`src/rtl/mips_mem_pkg.sv`:
```
// Shared encodings, state type and request record for the MIPS load/store unit.
// Pure declarations: no latency and no flow control of its own.
package mips_mem_pkg;

  localparam logic [1:0] SZ_BYTE = 2'b00;
  localparam logic [1:0] SZ_HALF = 2'b01;
  localparam logic [1:0] SZ_WORD = 2'b11;

  typedef enum logic [1:0] {IDLE, RD, WR, RESP} lsu_state_t;

  typedef struct packed {
    logic        store;
    logic [1:0]  size;
    logic        is_unsigned;
    logic [1:0]  off;
    logic [31:0] wdata;
  } lsu_req_t;

  // Reserved size 2'b10 falls into the word rule.
  function automatic logic is_misaligned(input logic [1:0] size, input logic [1:0] off);
    case (size)
      SZ_BYTE: return 1'b0;
      SZ_HALF: return off[0];
      default: return off != 2'b00;
    endcase
  endfunction

  function automatic logic is_subword(input logic [1:0] size);
    return (size == SZ_BYTE) || (size == SZ_HALF);
  endfunction

endpackage

```
`src/rtl/load_store_unit_align.sv`:
```
// Big-endian lane select/extend for loads and lane merge for sub-word stores.
// Purely combinational, zero latency; no flow control.
module lsu_align
  import mips_mem_pkg::*;
(
  input  logic [1:0]  size,
  input  logic        is_unsigned,
  input  logic [1:0]  off,
  input  logic [31:0] word,
  input  logic [31:0] wdata,
  output logic [31:0] load_data,
  output logic [31:0] store_word
);

  logic [7:0]  byte_lane;
  logic [15:0] half_lane;

  always_comb begin
    byte_lane = 8'h00;
    case (off)
      2'd0: byte_lane = word[31:24];
      2'd1: byte_lane = word[23:16];
      2'd2: byte_lane = word[15:8];
      2'd3: byte_lane = word[7:0];
      default: byte_lane = 8'h00;
    endcase
    half_lane = off[1] ? word[15:0] : word[31:16];

    case (size)
      SZ_BYTE: load_data = {{24{byte_lane[7] & ~is_unsigned}}, byte_lane};
      SZ_HALF: load_data = {{16{half_lane[15] & ~is_unsigned}}, half_lane};
      default: load_data = word;
    endcase

    // Offset 0 is the most significant byte of the word.
    store_word = word;
    case (size)
      SZ_BYTE: begin
        case (off)
          2'd0: store_word[31:24] = wdata[7:0];
          2'd1: store_word[23:16] = wdata[7:0];
          2'd2: store_word[15:8]  = wdata[7:0];
          2'd3: store_word[7:0]   = wdata[7:0];
          default: store_word = word;
        endcase
      end
      SZ_HALF: begin
        if (off[1]) store_word[15:0]  = wdata[15:0];
        else        store_word[31:16] = wdata[15:0];
      end
      default: store_word = wdata;
    endcase
  end

endmodule

```
`src/rtl/load_store_unit.sv`:
```
// One-at-a-time load/store sequencer in front of a fixed-latency word memory.
// Latency MEM_WAIT+1 (load/word store), 2*MEM_WAIT+1 (sub-word store), 1 (misaligned); req_ready low while busy.
module load_store_unit
  import mips_mem_pkg::*;
#(
  parameter int MEM_WAIT = 2
) (
  input  logic        clk,
  input  logic        rst_n,
  input  logic        req_valid,
  output logic        req_ready,
  input  logic        req_store,
  input  logic [1:0]  req_size,
  input  logic        req_unsigned,
  input  logic [31:0] req_addr,
  input  logic [31:0] req_wdata,
  output logic        resp_valid,
  output logic [31:0] resp_rdata,
  output logic        resp_misalign,
  output logic [31:0] mem_address,
  output logic [31:0] mem_write_data,
  output logic        mem_read,
  output logic        mem_write,
  input  logic [31:0] mem_rdata
);

  localparam int CW = $clog2(MEM_WAIT + 1);

  generate
    if (MEM_WAIT < 1) begin : g_bad_wait
      $error("load_store_unit: MEM_WAIT must be at least 1");
    end
  endgenerate

  lsu_state_t    state;
  logic [CW-1:0] cnt;
  lsu_req_t      req_q;
  logic [31:0]   load_data;
  logic [31:0]   store_word;

  assign req_ready = (state == IDLE);

  lsu_align u_align (
    .size        (req_q.size),
    .is_unsigned (req_q.is_unsigned),
    .off         (req_q.off),
    .word        (mem_rdata),
    .wdata       (req_q.wdata),
    .load_data   (load_data),
    .store_word  (store_word)
  );

  always_ff @(posedge clk or negedge rst_n) begin
    if (!rst_n) begin
      state          <= IDLE;
      cnt            <= '0;
      req_q          <= '0;
      mem_address    <= '0;
      mem_write_data <= '0;
      mem_read       <= 1'b0;
      mem_write      <= 1'b0;
      resp_valid     <= 1'b0;
      resp_rdata     <= '0;
      resp_misalign  <= 1'b0;
    end else begin
      case (state)
        IDLE: begin
          if (req_valid) begin
            req_q <= '{store: req_store, size: req_size, is_unsigned: req_unsigned,
                       off: req_addr[1:0], wdata: req_wdata};
            cnt   <= CW'(MEM_WAIT - 1);
            if (is_misaligned(req_size, req_addr[1:0])) begin
              state         <= RESP;
              resp_valid    <= 1'b1;
              resp_misalign <= 1'b1;
              resp_rdata    <= '0;
            end else begin
              mem_address <= {req_addr[31:2], 2'b00};
              // Word stores skip the read; sub-word stores need the old word first.
              if (req_store && !is_subword(req_size)) begin
                state          <= WR;
                mem_write      <= 1'b1;
                mem_write_data <= req_wdata;
              end else begin
                state    <= RD;
                mem_read <= 1'b1;
              end
            end
          end
        end
        RD: begin
          if (cnt != '0) begin
            cnt <= cnt - CW'(1);
          end else begin
            mem_read <= 1'b0;
            if (req_q.store) begin
              state          <= WR;
              mem_write      <= 1'b1;
              mem_write_data <= store_word;
              cnt            <= CW'(MEM_WAIT - 1);
            end else begin
              state       <= RESP;
              mem_address <= '0;
              resp_valid  <= 1'b1;
              resp_rdata  <= load_data;
            end
          end
        end
        WR: begin
          if (cnt != '0) begin
            cnt <= cnt - CW'(1);
          end else begin
            state          <= RESP;
            mem_write      <= 1'b0;
            mem_write_data <= '0;
            mem_address    <= '0;
            resp_valid     <= 1'b1;
            resp_rdata     <= '0;
          end
        end
        RESP: begin
          state         <= IDLE;
          resp_valid    <= 1'b0;
          resp_rdata    <= '0;
          resp_misalign <= 1'b0;
        end
        default: state <= IDLE;
      endcase
    end
  end

endmodule

```
`config.mk`:
```
export PLATFORM = sky130hd
export DESIGN_NAME = load_store_unit
export DESIGN_NICKNAME = d
export VERILOG_FILES = /design/src/rtl/mips_mem_pkg.sv /design/src/rtl/load_store_unit_align.sv /design/src/rtl/load_store_unit.sv
export SDC_FILE = /design/constraint.sdc
export NUM_CORES = 1
export LEC_CHECK = 0
export ABC_AREA = 0
export ABC_CLOCK_PERIOD_IN_PS = 3600
export CORE_ASPECT_RATIO = 0.6
export CORE_MARGIN = 8
export CORE_UTILIZATION = 68
export DETAILED_ROUTE_END_ITERATION = 7
export DONT_BUFFER_PORTS = 1
export GPL_TIMING_DRIVEN = 0
export PLACE_DENSITY = 0.81
export SETUP_SLACK_MARGIN = 0.15
export SLEW_MARGIN = 10
export SYNTH_ARGS = -nofsm -noshare
export SYNTH_HDL_FRONTEND = slang
export SYNTH_SLANG_ARGS = --single-unit
```
`constraint.sdc`:
```
create_clock -name clk -period 3.6 [get_ports clk]
set_clock_uncertainty 0.2 [all_clocks]
set_input_delay 0.72 -clock clk [delete_from_list [all_inputs] [get_ports clk]]
set_output_delay 0.72 -clock clk [all_outputs]
set_load 0.005 [all_outputs]
```
Yosys cells after proc, flatten, opt, wreduce, memory -nomap -nowiden
Index checks and enable logic that the tools add are counted.
- flip-flop bits (word level): 142
- bits in latches: 0
- logic and storage cells: 117
- output and inout port bits: 101
- bits in writable memories: 0
- input bits: 103
- memories: 0
- bits in read-only memories: 0
- reductions and logical operators: 20
- shift operators: 0
- mux-type cells: 60
- add/subtract/negate cells: 1
- $mul: 0
- bitwise gates (word level): 3
- order comparisons: 0
- div/mod/pow operators: 0
- eq/ne operators: 19
- operators with widths (cell ; count):
    $mux W32 ; 14
    $pmux W32 S3 ; 2
    $pmux W32 S2 ; 2
    $pmux W32 S4 ; 1
    $mux W16 ; 3
    $mux W8 ; 4
    $pmux W8 S4 ; 1
    $mux W2 ; 9
    $mux W1 ; 17
    $ne A2 B2 Y1 const B ; 8
    $reduce_and A5 Y1 ; 2
    $eq A2 B1 Y1 const B ; 4
    $eq A2 B2 Y1 const B ; 4
    $logic_not A2 Y1 ; 4
    $pmux W2 S4 ; 1
    $reduce_bool A2 Y1 ; 4
    $reduce_and A7 Y1 ; 1
    $pmux W1 S2 ; 3
    $pmux W2 S3 ; 1
    $reduce_and A3 Y1 ; 2
    $reduce_and A6 Y1 ; 1
    $ne A2 B1 Y1 const B ; 2
    $pmux W1 S4 ; 1
    $reduce_and A4 Y1 ; 1
    other kinds (10) ; 11

Logic depth before layout (Yosys ltp)
- depth in word-level cells: 8
- mapped depth: 9
- gate-level depth less buffers: 6

Cells and area by module
A second synthesis with hierarchy kept.
- cell total of the unflattened synthesis: 832
- area, all modules: 8134.1 sq um
- by module, submodules not included (module ; cells each ; area an instance (sq um) ; sequential area each (sq um) ; times used):
    load_store_unit ; 594 ; 6371.1 ; 3503.4 ; 1
    lsu_align ; 238 ; 1762.9 ; 0.0 ; 1

Worst setup path before layout
Ideal clock, no wire load.
- path type: flip-flop to flip-flop
- start point: register state[0]
- end point: register mem_write_data[1]
- stages on the path, launching flop included: 9
- data arrival time: 2.048 ns
- required time: 3.275 ns
- setup slack: 1.228 ns
- period minus slack after synthesis: 2.372 ns
- path buffers: 2
- library setup time: 0.125 ns
- path through: dfrtp_1 inv_1 ha_1 buf_4 nand2b_1 o21ai_2 nor4_4 buf_6 mux2_2
- longest elaborated chain between the ends: 3
- elaborated cells between the ends (all ways): 12
- classes of those cells: 8 x eq/ne; 1 x mux; 3 x reduce/logical
- RTL lines (element ; line ; source):
    start, declared ; load_store_unit.sv:35 ; lsu_state_t state;
    start signal, assigned ; load_store_unit.sv:55 ; state <= IDLE;
    start signal, assigned ; load_store_unit.sv:73 ; state <= RESP;
    start signal, assigned ; load_store_unit.sv:81 ; state <= WR;
    $logic_not A2 Y1 * ; -- ;
    named net req_ready ; load_store_unit.sv:11 ; output logic req_ready,
    $ne A2 B1 Y1 (no line) (tied with other cells) ; -- ;
    $reduce_and A7 Y1 (no line) ; -- ;
    end signal, assigned ; load_store_unit.sv:83 ; mem_write_data <= req_wdata;
    end signal, assigned ; load_store_unit.sv:99 ; mem_write_data <= store_word;
    end, declared ; load_store_unit.sv:21 ; output logic [31:0] mem_write_data,
Mark *: on every way through the listed nets, which the timed path passes. The rest lies on a longest branch.
A chain may end at the register's enable or synchronous reset.

Worst setup path in the final report
- start point: register state[0]
- end point: register mem_write_data[27]
The elaborated chain is that of the path after synthesis.

==> impl_metrics.ini <==
[drt]
drt_wl_total_mm = 25.5
drtIter0Drc = 919
vias = 6575
avgViaCountPerCell = 7.17
drc = 0
detail_route.wl_per_cell_um = 27.8
first_pass_iters = 7
final_antenna_net_count = 0

[clock_network]
cts.repair.resized = 0
cts.sinks = 140
cts_root_buf = clkbuf_16
cts_setup_buffers = 0
clk_pin_slew_worst_paths_ns = 0.06
numCtsBuffers = 17
cts_tree = yes
h-tree-depth = 4
worstSkewPairLatency_ns = 0.42
clockBufferDepth = 2

[hold_path]
hold_path_class = input pin to asynchronous set/reset pin

[power]
p_total_mw = 9.31
p_per_area_mw_per_mm2 = 1120
p_leak_nw = 3.59
max-vdd-ir-drop_mv = 0.829

[placement]
port_buffers = 0
post_dp_cell_area_mm2 = 0.00773
place_hpwl_mm = 19.1
gp_congestion = 0.982
post-place-ws_ns = 0.782
dp.cells = 885

[grt]
grt_overflow = 0
antenna_found_initial = 0
grt_pass1_wl_mm = 39.2
grt_start_max_net_pins = 141
track_usage = 0.337
grt_pass1_vias = 6573

[final_layout]
final_net_count = 875
fin_cells = 917
final_util = 0.776
area_delta_synth_final_pct = 9.97
antennaDiodeCount = 0
drive_gt1_frac = 0.171
multi_input_area_mm2 = 0.00349
final_area_mm2 = 0.00831
seqCellArea_mm2 = 0.00350
nFillCells = 700

[sta]
rsz0062_at_grt = no
holdWs_ns = -0.207
slew_headroom = 0.361
final.setup.tns_ns = 0
final.period_utilization = 0.813
worst_slack_ns = 0.673
setup_violations = 0
max_freq_ghz = 0.342
hold_violations = 140
drv_slew = 0
worstMarginPinSlew_ns = 0.949
period_needed_ns = 2.93

[synth]
yosys-top-cells-area = dfrtp_1 (46%), mux2_2 (8.9%), o21ai_0 (5.9%)
synth_seq_cells = 140
async_reset_ff_frac = 1.00
synth-edff-count = 0
syn_area_mm2 = 0.00755
yosysTopAreaCellShare = 0.464
synthMuxAreaShare = 0.133
ys_seq_area_frac = 0.464
synth_top_family_by_area = compound AO/OA/AOI/OAI gates
synth-xor-area-share = 0
synth-compound-area-share = 0.231
syn_inst = 745
syn_avg_cell_area_um2 = 10.1
synth_cell_types = 59
yosys_most_used_dff = dfrtp_1
yosys.area.top_type = dfrtp_1
yosys.area_share.simple = 0.0850
synth_fa_ha_area_frac = 0.0116
yosysWarnings = 0

[setup_path]
end_kind = register
worstSetupPathType = register to register
cp.required_ns = 3.70
crit_slowest_cell = nor4_4
critical-path-max-stage-delay_ns = 0.61
critPathLaunchType = register
crit_arrival_ns = 3.03
crit_chain = inv_1, ha_1, buf_4, o21ai_0, o21bai_2, nor4_4, buf_6, mux2_2
crit_fanout = 10

[status]
violations = hold timing
outcome = complete, but fails checks

[floorplanning]
num_rows = 29
die_w_um = 152
ios = 204
coreArea_mm2 = 0.0107
dieArea_mm2 = 0.0148
die_y_um = 97.6
start_util = 0.706

[run]
cap_violations = 0
==> cell families (layout without fill, tap and decap cells) <==
kind of cell             Yosys count  in the layout
AO/OA/AOI/OAI                    245            245
flip-flops                       140            140
AND/OR/NAND/NOR                  133            133
buffers and inverters            129            161
multiplexers                      90             90
adder cells (fa/ha/maj)            7              7
other                              1              2
==> area by class of cell <==
class	count	share of cell area
inverter	58	0.0262
sequential	140	0.422
tap	139	0.0209
clock inverter	13	0.0160
clock buffer	19	0.0533
multi-input combinational	477	0.420
buffer	71	0.0417
==> worst max-delay path: cells and delay by family (launching register included) <==
| kind | cells | cell delay (ns) |
|---|---|---|
| AND/OR/NAND/NOR | 1 | 0.61 |
| multiplexers | 1 | 0.35 |
| flip-flops | 1 | 0.45 |
| AO/OA/AOI/OAI | 2 | 0.41 |
| adder cells (fa/ha/maj) | 1 | 0.24 |
| buffers and inverters | 3 | 0.55 |
==> sequential cells by signal (all words and copies together), names as in the netlist <==
| name | count |
|---|---|
| req_q | 38 |
| mem_write_data | 32 |
| resp_rdata | 32 |
| mem_address | 30 |
| cnt | 2 |
| state | 2 |
| mem_read | 1 |
| mem_write | 1 |
| resp_misalign | 1 |
| resp_valid | 1 |
==> routing by layer <==
layer,GRT usage,vias up,part of all wire
met5,0,-,0
met4,0.0772,0,0.017
met3,0.163,45,0.15
met2,0.502,509,0.44
met1,0.436,3230,0.39
li1,-,2791,-
==> placed cells by master (no fill, tap or decap), drive strengths merged, types with 4 or more instances in the layout <==
master,Yosys,final
o2bb2ai,8,8
nand2,69,69
ha,7,7
nor2,9,9
mux2i,26,26
inv,57,62
a21oi,4,4
o211ai,34,34
a221o,6,6
nand2b,5,5
a211oi,8,8
o221ai,29,29
dfrtp,140,140
a31oi,10,10
nor2b,10,10
nor3,10,10
clkinv,1,4
buf,25,25
clkinvlp,0,4
mux2,63,63
o41ai,30,30
o41a,7,7
nand3,8,8
clkbuf,46,65
o21ai,90,90
or2,10,10
==> path summary, 6_finish.rpt <==
| kind | startpoint | to | slack [ns] | cells after the start |
|---|---|---|---|---|
| worst min-delay path | rst_n | state[0]$_DFFE_PN0P_ | -0.21 | 0 |
| worst min register to register | req_q[19]$_DFFE_PN0P_ | req_q[19]$_DFFE_PN0P_ | 0.31 | 2 |
| worst max-delay path | state[0]$_DFFE_PN0P_ | mem_write_data[27]$_DFFE_PN0P_ | 0.67 | 8 |
| worst max register to register | state[0]$_DFFE_PN0P_ | mem_write_data[27]$_DFFE_PN0P_ | 0.67 | 8 |
| min in group clk | req_addr[10] | mem_address[10]$_DFFE_PN0P_ | 0.23 | 2 |
| max in group asynchronous | rst_n | mem_write_data[23]$_DFFE_PN0P_ | 3.18 | 0 |
==> power breakdown <==
| group | leakage, nW | internal [mW] | total (mW) | switching, mW |
|---|---|---|---|---|
| Clock | 0.269 | 0.984 | 1.71 | 0.729 |
| Sequential | 1.79 | 2.24 | 2.81 | 0.566 |
| Combinational | 1.54 | 1.78 | 4.79 | 3.01 |
==> synthesized netlist by cell type (13+ instances only) <==
cell type and number:
buf_2 13, clkbuf_1 46, dfrtp_1 140, inv_1 57, mux2_2 60, mux2i_1 26
nand2_1 69, o211ai_1 34, o21ai_0 89, o221ai_1 29, o41ai_1 30
Note: power is estimated with default switching activity, not from simulation.
